$ cat src/rtl/cla_pipelined_addsub_if.sv
// Operand/result handshake bundle for cla_pipelined_addsub.
// The master drives operands and out_ready; the slave (the adder) returns the result and flags.
interface cla_pipelined_addsub_if #(
   parameter int WIDTH = 16
);
   logic             in_valid;
   logic             in_ready;
   logic [WIDTH-1:0] a;
   logic [WIDTH-1:0] b;
   logic             cin;
   logic             sub;
   logic             out_valid;
   logic             out_ready;
   logic [WIDTH-1:0] sum;
   logic             cout;
   logic             ovf;
   logic             zero;

   modport master (
      output in_valid, a, b, cin, sub, out_ready,
      input  in_ready, out_valid, sum, cout, ovf, zero
   );

   modport slave (
      input  in_valid, a, b, cin, sub, out_ready,
      output in_ready, out_valid, sum, cout, ovf, zero
   );
endinterface

$ cat src/rtl/cla_pipelined_addsub.sv
// Two-stage pipelined carry-lookahead adder/subtractor built from 4-bit lookahead groups.
// Define CLA_SAT_EN to clamp signed-overflow results to the signed min/max value.
module cla_pipelined_addsub #(
   parameter int WIDTH = 16,
   parameter int GROUP = 4
) (
   input logic                   clk,
   input logic                   rst,
   cla_pipelined_addsub_if.slave bus
);
   localparam int NG = WIDTH / GROUP;

   if (GROUP != 4) begin : g_bad_group
      $error("cla_pipelined_addsub: GROUP must be 4 (got %0d)", GROUP);
   end
   if ((WIDTH % 4) != 0 || WIDTH < 4 || WIDTH > 64) begin : g_bad_width
      $error("cla_pipelined_addsub: WIDTH must be a multiple of 4 in 4..64 (got %0d)", WIDTH);
   end

   logic             advance;

   logic [WIDTH-1:0] b_eff;
   logic             c0_d;
   logic [WIDTH-1:0] p_d;
   logic [WIDTH-1:0] g_d;
   logic [NG-1:0]    gp_d;
   logic [NG-1:0]    gg_d;

   logic             s1_valid;
   logic [WIDTH-1:0] s1_a;
   logic [WIDTH-1:0] s1_b;
   logic             s1_c0;
   logic [WIDTH-1:0] s1_p;
   logic [WIDTH-1:0] s1_g;
   logic [NG-1:0]    s1_gp;
   logic [NG-1:0]    s1_gg;

   logic [NG:0]      gc;
   logic [WIDTH:0]   c;
   logic [WIDTH-1:0] raw_sum;
   logic             raw_ovf;
   logic [WIDTH-1:0] res_sum;

   logic             out_valid_q;
   logic [WIDTH-1:0] sum_q;
   logic             cout_q;
   logic             ovf_q;
   logic             zero_q;

   assign advance      = ~out_valid_q | bus.out_ready;
   assign bus.in_ready = advance;

   always_comb begin
      b_eff = bus.sub ? ~bus.b : bus.b;
      c0_d  = bus.sub | bus.cin;
      p_d   = bus.a | b_eff;
      g_d   = bus.a & b_eff;
      gp_d  = '0;
      gg_d  = '0;
      for (int k = 0; k < NG; k++) begin
         gp_d[k] = &p_d[GROUP*k +: GROUP];
         gg_d[k] = g_d[GROUP*k+3]
                 | (p_d[GROUP*k+3] & g_d[GROUP*k+2])
                 | (p_d[GROUP*k+3] & p_d[GROUP*k+2] & g_d[GROUP*k+1])
                 | (p_d[GROUP*k+3] & p_d[GROUP*k+2] & p_d[GROUP*k+1] & g_d[GROUP*k]);
      end
   end

   always_ff @(posedge clk) begin
      if (rst) begin
         s1_valid <= 1'b0;
      end else if (advance) begin
         s1_valid <= bus.in_valid;
      end
   end

   // Operand registers need no reset: s1_valid qualifies them.
   always_ff @(posedge clk) begin
      if (advance && bus.in_valid) begin
         s1_a  <= bus.a;
         s1_b  <= b_eff;
         s1_c0 <= c0_d;
         s1_p  <= p_d;
         s1_g  <= g_d;
         s1_gp <= gp_d;
         s1_gg <= gg_d;
      end
   end

   // Group carries come from the second-level lookahead; each group's entry carry
   // is taken from it rather than from the ripple of the previous group.
   always_comb begin
      gc[0] = s1_c0;
      for (int k = 0; k < NG; k++) begin
         gc[k+1] = s1_gg[k] | (s1_gp[k] & gc[k]);
      end
      c = '0;
      for (int k = 0; k < NG; k++) begin
         c[GROUP*k] = gc[k];
         for (int i = 0; i < GROUP - 1; i++) begin
            c[GROUP*k+i+1] = s1_g[GROUP*k+i] | (s1_p[GROUP*k+i] & c[GROUP*k+i]);
         end
      end
      c[WIDTH] = gc[NG];
      raw_sum  = s1_a ^ s1_b ^ c[WIDTH-1:0];
      raw_ovf  = c[WIDTH] ^ c[WIDTH-1];
   end

   // The top p/g bit of each group is consumed only through GP/GG in stage 1.
   logic unused_pg_top;
   always_comb begin
      unused_pg_top = 1'b0;
      for (int k = 0; k < NG; k++) begin
         unused_pg_top = unused_pg_top ^ s1_p[GROUP*k+3] ^ s1_g[GROUP*k+3];
      end
   end

`ifdef CLA_SAT_EN
   always_comb begin
      res_sum = raw_sum;
      if (raw_ovf) begin
         res_sum = s1_a[WIDTH-1] ? {1'b1, {(WIDTH-1){1'b0}}}
                                 : {1'b0, {(WIDTH-1){1'b1}}};
      end
   end
`else
   assign res_sum = raw_sum;
`endif

   always_ff @(posedge clk) begin
      if (rst) begin
         out_valid_q <= 1'b0;
         sum_q       <= '0;
         cout_q      <= 1'b0;
         ovf_q       <= 1'b0;
         zero_q      <= 1'b0;
      end else if (advance) begin
         out_valid_q <= s1_valid;
         if (s1_valid) begin
            sum_q  <= res_sum;
            cout_q <= c[WIDTH];
            ovf_q  <= raw_ovf;
            zero_q <= ~|res_sum;
         end
      end
   end

   assign bus.out_valid = out_valid_q;
   assign bus.sum       = sum_q;
   assign bus.cout      = cout_q;
   assign bus.ovf       = ovf_q;
   assign bus.zero      = zero_q;
endmodule
$ cat src/flat_wrapper.sv
// flat-port wrapper written by rule: the top's interface ports become plain ports
module cla_pipelined_addsub_flat 
#(
   parameter int WIDTH = 16,
   parameter int GROUP = 4
)
  (clk, rst, bus_in_valid, bus_a, bus_b, bus_cin, bus_sub, bus_out_ready, bus_in_ready, bus_out_valid, bus_sum, bus_cout, bus_ovf, bus_zero);
  cla_pipelined_addsub_if #(.WIDTH(WIDTH)) bus_i ();
  input logic clk;
  input logic rst;
  input wire logic [$bits(bus_i.in_valid)-1:0] bus_in_valid;
  input wire logic [$bits(bus_i.a)-1:0] bus_a;
  input wire logic [$bits(bus_i.b)-1:0] bus_b;
  input wire logic [$bits(bus_i.cin)-1:0] bus_cin;
  input wire logic [$bits(bus_i.sub)-1:0] bus_sub;
  input wire logic [$bits(bus_i.out_ready)-1:0] bus_out_ready;
  output wire logic [$bits(bus_i.in_ready)-1:0] bus_in_ready;
  output wire logic [$bits(bus_i.out_valid)-1:0] bus_out_valid;
  output wire logic [$bits(bus_i.sum)-1:0] bus_sum;
  output wire logic [$bits(bus_i.cout)-1:0] bus_cout;
  output wire logic [$bits(bus_i.ovf)-1:0] bus_ovf;
  output wire logic [$bits(bus_i.zero)-1:0] bus_zero;
  assign bus_i.in_valid = bus_in_valid;
  assign bus_i.a = bus_a;
  assign bus_i.b = bus_b;
  assign bus_i.cin = bus_cin;
  assign bus_i.sub = bus_sub;
  assign bus_i.out_ready = bus_out_ready;
  assign bus_in_ready = bus_i.in_ready;
  assign bus_out_valid = bus_i.out_valid;
  assign bus_sum = bus_i.sum;
  assign bus_cout = bus_i.cout;
  assign bus_ovf = bus_i.ovf;
  assign bus_zero = bus_i.zero;
  cla_pipelined_addsub #(.WIDTH(WIDTH), .GROUP(GROUP)) u_core (.clk(clk), .rst(rst), .bus(bus_i));
endmodule
$ cat config.mk
export PLATFORM = sky130hd
export DESIGN_NAME = cla_pipelined_addsub_flat
export DESIGN_NICKNAME = d
export VERILOG_FILES = /design/src/rtl/cla_pipelined_addsub_if.sv /design/src/rtl/cla_pipelined_addsub.sv /design/src/flat_wrapper.sv
export SDC_FILE = /design/constraint.sdc
export NUM_CORES = 1
export LEC_CHECK = 0
export ABC_AREA = 0
export CORE_MARGIN = 8
export CORE_UTILIZATION = 30
export DETAILED_ROUTE_END_ITERATION = 10
export GPL_ROUTABILITY_DRIVEN = 0
export PLACE_DENSITY_LB_ADDON = 0.05
export SYNTH_ARGS = -nofsm -noshare
export SYNTH_HDL_FRONTEND = slang
export SYNTH_SLANG_ARGS = --single-unit
$ cat constraint.sdc
create_clock -name clk -period 6.5 [get_ports clk]
set_input_delay 1.3 -clock clk [delete_from_list [all_inputs] [get_ports clk]]
set_output_delay 1.3 -clock clk [all_outputs]
set_load 0.005 [all_outputs]
# Yosys cells after proc, flatten, opt, wreduce, memory -nomap -nowiden

Index checks and enable logic that the tools add are counted.

Register bits: 92
Bits in latches: 0
RAM bits: 0
Memory bits (read-only): 0
Input port bits: 38
Output and inout bits: 21
Word-level logic and storage cells: 95
Memories kept: 0

Add/sub/neg operators: 0
$mul: 0
Div/mod/pow operators: 0
Magnitude comparators: 0
Eq/ne operators: 0
Shift-type cells: 0
Mux-type cells: 1
Bitwise gates (word level): 73
Reduce and logical (&&, ||, !) cells: 8

Operators with widths:

| kind                | number |
|---|---|
| bitwise AND 1 bit   | 36 |
| XOR 16 bit          | 2 |
| OR 1 bit            | 30 |
| bitwise AND 16 bit  | 1 |
| two-way mux 16 bit  | 1 |
| inverter 16 bit     | 1 |
| OR 16 bit           | 1 |
| AND reduction 4 bit | 4 |
| OR reduction 16 bit | 1 |
| AND reduction 2 bit | 1 |
| logical AND 1 bit   | 1 |
| logical NOT 1 bit   | 1 |
| inverter 1 bit      | 1 |
| XOR 1 bit           | 1 |

# Longest topological paths before layout

Word-level depth: 15
Mapped depth: 8

# Worst setup path before layout

No wires, ideal clock.

Path type: in2reg
Start point: in bus_out_ready
End point: reg u_core.s1_a[0], enable pin
Library setup time: 0.431 ns
Arrival: 3.071 ns
Slack: 2.998 ns
Stages: 2
Path through: nand2b_1 and2_1

Longest elaborated chain between the ends: 2

Ends and longest elaborated chain:

| element                | line                       | source |
|---|---|---|
| start: declaration     | flat_wrapper.sv:16         | `input wire logic [$bits(bus_i.out_ready)-1:0] bus_out_ready;` |
| OR 1 bit               | cla_pipelined_addsub.sv:50 | `assign advance = ~out_valid_q \| bus.out_ready;` |
| logical AND 1 bit      | cla_pipelined_addsub.sv:79 | `if (advance && bus.in_valid) begin` |
| end signal: assignment | cla_pipelined_addsub.sv:80 | `s1_a <= bus.a;` |
| end: declaration       | cla_pipelined_addsub.sv:30 | `logic [WIDTH-1:0] s1_a;` |

Every way passes these cells.
A chain may end at the register's enable or synchronous reset.

# Final worst setup path

Start point: in bus_out_ready
End point: out bus_in_ready

Longest elaborated chain between the ends: 1

Ends and longest elaborated chain:

| element          | line                       | source |
|---|---|---|
| OR 1 bit         | cla_pipelined_addsub.sv:50 |  |
| end: declaration | flat_wrapper.sv:17         | `output wire logic [$bits(bus_i.in_ready)-1:0] bus_in_ready;` |

Every way passes these cells.

==> flow_results.xml <==
<?xml version="1.0" encoding="UTF-8"?>
<metrics>
  <group name="global_route">
    <metric name="gr-usage-met1" unit="">0.1327</metric>
    <metric name="grt_overflow" unit="">0</metric>
    <metric name="first_global_vias" unit="">2450</metric>
    <metric name="grt_antenna_before_repair" unit="">0</metric>
    <metric name="first_pass_grt_wire_length" unit="um">12830</metric>
    <metric name="grt_max_degree" unit="">45</metric>
    <metric name="grt.busiest_layer" unit="">met2</metric>
    <metric name="met2_usage" unit="">0.1611</metric>
    <metric name="all_layer_global_routing_usage" unit="">0.1054</metric>
    <metric name="grt.met3_usage" unit="">0.02829</metric>
  </group>
  <group name="clocking">
    <metric name="clock_latency" unit="ps">330</metric>
    <metric name="clock_sinks" unit="">86</metric>
    <metric name="cts_htree_levels" unit="">3</metric>
    <metric name="clock_tree.buffer_depth" unit="">2</metric>
    <metric name="number_of_buffers_created_by_cts" unit="">9</metric>
    <metric name="hold_buffers" unit="">0</metric>
    <metric name="clkSlewWorstSetupHoldPaths" unit="ps">60</metric>
    <metric name="cts_post_setup_buffers_inserted" unit="">0</metric>
    <metric name="clock_tree.root_cell" unit="">sky130_fd_sc_hd__clkbuf_16</metric>
    <metric name="post_cts_resized" unit="">0</metric>
    <metric name="cts_tree" unit="">yes</metric>
  </group>
  <group name="timing">
    <metric name="slew-limit-headroom" unit="">0.2448</metric>
    <metric name="timing_max_transition_violations_final" unit="">0</metric>
    <metric name="finalSetupViolations" unit="">0</metric>
    <metric name="finalWorstSetupSlack" unit="ps">2709</metric>
    <metric name="timing.final.hold_violations" unit="">0</metric>
    <metric name="grt_setup_unrepaired" unit="">no</metric>
    <metric name="clock.fmax" unit="MHz">263.8</metric>
    <metric name="clock_skew" unit="ps">4.445</metric>
    <metric name="period_share" unit="">0.5832</metric>
    <metric name="worst-slew-pin-transition" unit="ps">1133</metric>
    <metric name="finalSetupTns" unit="ps">0</metric>
    <metric name="min_period" unit="ps">3791</metric>
  </group>
  <group name="setup_path">
    <metric name="critPathArrivalTime" unit="ps">2490</metric>
    <metric name="setup.worst_path.start_class" unit="">primary input</metric>
    <metric name="worstReg2RegStart" unit="">u_core.bus.out_valid$_SDFFE_PP0N_</metric>
    <metric name="critical_path.startpoint" unit="">bus_out_ready</metric>
    <metric name="worst_r2r_endpoint" unit="">u_core.s1_p[4]$_DFFE_PP_</metric>
    <metric name="reg2regPathDepth" unit="">3</metric>
    <metric name="crit_fanout" unit="">6</metric>
    <metric name="worst-setup-path-type" unit="">primary input to output port</metric>
    <metric name="endpoint_kind" unit="">output port</metric>
    <metric name="reg2reg_setup_slack" unit="ps">4370</metric>
    <metric name="cp.required" unit="ps">5200</metric>
  </group>
  <group name="synth">
    <metric name="ys_top_cells_by_count" unit="">sky130_fd_sc_hd__edfxtp_1 (65), sky130_fd_sc_hd__nor2_1 (29), sky130_fd_sc_hd__xor2_1 (27)</metric>
    <metric name="ys_types" unit="">37</metric>
    <metric name="async_reset_ff_frac" unit="">0</metric>
    <metric name="total_nets_after_synthesis" unit="">324</metric>
    <metric name="synth_area_per_cell" unit="um2">13.09</metric>
    <metric name="syn_warnings" unit="">0</metric>
    <metric name="seq_area_frac_synth" unit="">0.6339</metric>
    <metric name="synth.ff_latch_count" unit="">86</metric>
    <metric name="post_synthesis_instance_area" unit="um2">3742</metric>
    <metric name="cell_type_with_the_highest_aggregate_area_in_the_netlist" unit="">sky130_fd_sc_hd__edfxtp_1</metric>
    <metric name="count_of_flip_flops_with_a_built_in_enable_after_synthesis" unit="">65</metric>
    <metric name="yosys.cell_count.top_type" unit="">sky130_fd_sc_hd__edfxtp_1</metric>
    <metric name="synth_top_area_share" unit="">0.5216</metric>
    <metric name="yosys-top-cells-area" unit="">sky130_fd_sc_hd__edfxtp_1 (52%), sky130_fd_sc_hd__dfxtp_1 (11%), sky130_fd_sc_hd__xor2_1 (6.3%)</metric>
    <metric name="synth_top_flop_cell" unit="">sky130_fd_sc_hd__edfxtp_1</metric>
    <metric name="synthCells" unit="">286</metric>
  </group>
  <group name="pwr">
    <metric name="worst_ir_drop_on_vdd" unit="V">0.00008978</metric>
    <metric name="cellLeakagePower" unit="uW">0.001658</metric>
    <metric name="power-per-cell-area" unit="nW/um2">277.3</metric>
  </group>
  <group name="floorplan">
    <metric name="design.core.area" unit="um2">12410</metric>
    <metric name="start_util" unit="">0.3015</metric>
    <metric name="chipWidth" unit="um">127.7</metric>
    <metric name="die_area" unit="um2">16300</metric>
    <metric name="row_count" unit="">41</metric>
    <metric name="die_height" unit="um">127.7</metric>
    <metric name="ioPinCount" unit="">59</metric>
  </group>
  <group name="placed_design">
    <metric name="place_area" unit="um2">4493</metric>
    <metric name="preCtsSetupSlack" unit="ps">2370</metric>
    <metric name="numPortBuffers" unit="">58</metric>
    <metric name="dp.final_hpwl" unit="um">5889</metric>
    <metric name="place_inst" unit="">509</metric>
  </group>
  <group name="cells_and_area">
    <metric name="post_route_cells_drive_above_1_share" unit="">0.08499</metric>
    <metric name="syn_to_final_growth" unit="%">26.85</metric>
    <metric name="postLayoutCellArea" unit="um2">4747</metric>
    <metric name="layout.core_utilization" unit="">0.3824</metric>
    <metric name="num-nets-final" unit="">386</metric>
    <metric name="post_layout_nonfiller_instances" unit="">525</metric>
    <metric name="insertedDiodeCount" unit="">0</metric>
  </group>
  <group name="run_status">
    <metric name="run_status" unit="">completed</metric>
  </group>
  <group name="detailed_routing">
    <metric name="drcViolationCount" unit="">0</metric>
    <metric name="final_antenna_net_count" unit="">0</metric>
    <metric name="via_per_inst" unit="">4.390</metric>
    <metric name="wirelength" unit="um">7984</metric>
    <metric name="wl_per_cell" unit="um">15.21</metric>
    <metric name="count_of_routing_violations_after_the_opening_detailed_route_iteration" unit="">147</metric>
    <metric name="detailroute.via_count" unit="">2305</metric>
    <metric name="first_pass_iters" unit="">4</metric>
  </group>
  <group name="job">
    <metric name="timing.max_cap.violations" unit="">0</metric>
  </group>
  <group name="min_path">
    <metric name="timing.hold.worst.class" unit="">flop to flop</metric>
    <metric name="hold_end" unit="">u_core.bus.sum[0]$_SDFFE_PP0P_</metric>
    <metric name="holdCritStartpoint" unit="">u_core.bus.sum[0]$_SDFFE_PP0P_</metric>
    <metric name="hold_depth" unit="">2</metric>
  </group>
</metrics>
## area by class of cell
type                            count  area, um2
Tap cell                          172      215.2
Clock buffer                       14      244.0
Sequential cell                    86       2372
Inverter                           10      37.54
Fill cell                        1241       7667
Clock inverter                      2      10.01
Multi-Input combinational cell    182       1280
Timing Repair Buffer               59      588.1
## flip-flops by register name (all words and copies together) (netlist names)
register and count:
u_core.bus.cout 1, u_core.bus.out_valid 1, u_core.bus.ovf 1, u_core.bus.sum 16, u_core.bus.zero 1, u_core.s1_a 16
u_core.s1_b 16, u_core.s1_c0 1, u_core.s1_g 12, u_core.s1_gg 4, u_core.s1_gp 4, u_core.s1_p 12
u_core.s1_valid 1
## cells by family after synthesis
family | count (synthesis) | share of synthesized area
AO/OA/AOI/OAI | 54 | 0.1026
XOR/XNOR | 49 | 0.1207
adder cells (fa/ha/maj) | 8 | 0.02307
buffers and inverters | 18 | 0.02441
flip-flops | 86 | 0.6339
AND/OR/NAND/NOR | 71 | 0.09529
## routing by layer
| metal | up-vias | share of wire | wire [um] |
|---|---|---|---|
| li1 | 1159 | - | - |
| met1 | 1076 | 0.48 | 3793 |
| met2 | 59 | 0.45 | 3603 |
| met3 | 11 | 0.053 | 426 |
| met4 | 0 | 0.020 | 161 |
| met5 | - | 0 | 0 |
## cell usage in the layout (no fill, tap or decap), types with 10 or more instances in the layout
master / count
sky130_fd_sc_hd__edfxtp_1: 65
sky130_fd_sc_hd__clkdlybuf4s50_1: 58
sky130_fd_sc_hd__nor2_1: 29
sky130_fd_sc_hd__xor2_1: 27
sky130_fd_sc_hd__dfxtp_1: 21
sky130_fd_sc_hd__xnor2_1: 20
sky130_fd_sc_hd__a211oi_1: 15
sky130_fd_sc_hd__a21oi_1: 13
sky130_fd_sc_hd__and2_1: 12
sky130_fd_sc_hd__inv_1: 10
## how the worst max path moves through the flow
stage               slack (ps)                   endpoint  cells after the start
floorplan                 3000   u_core.s1_a[0]$_DFFE_PP_                      2
CTS                       2700               bus_in_ready                      3
global route              2600  u_core.s1_gg[0]$_DFFE_PP_                      7
finish                    2710               bus_in_ready                      3
detailed placement        2370  u_core.s1_gg[3]$_DFFE_PP_                      6
global placement          2440  u_core.s1_gg[0]$_DFFE_PP_                      6
## through the flow
stage	hold slack [ps]	total power, uW
floorplan	452.7	791.4
global placement	461.6	875.9
detailed placement	449.1	877.7
CTS	457.0	1339
global route	474.2	1381
finish	451.9	1316
## critical path, cell delays in order
cell	delay, ps
sky130_fd_sc_hd__clkdlybuf4s50_1	450
sky130_fd_sc_hd__nand2b_1	200
sky130_fd_sc_hd__clkdlybuf4s50_1	540
## power by group
part | internal [uW] | total, uW | switching, uW
sequential | 642 | 663 | 20.5
combinational | 97.8 | 198 | 100
clock | 258 | 456 | 197
total | 998 | 1320 | 318
No activity file was read; power rests on OpenSTA's default activity.
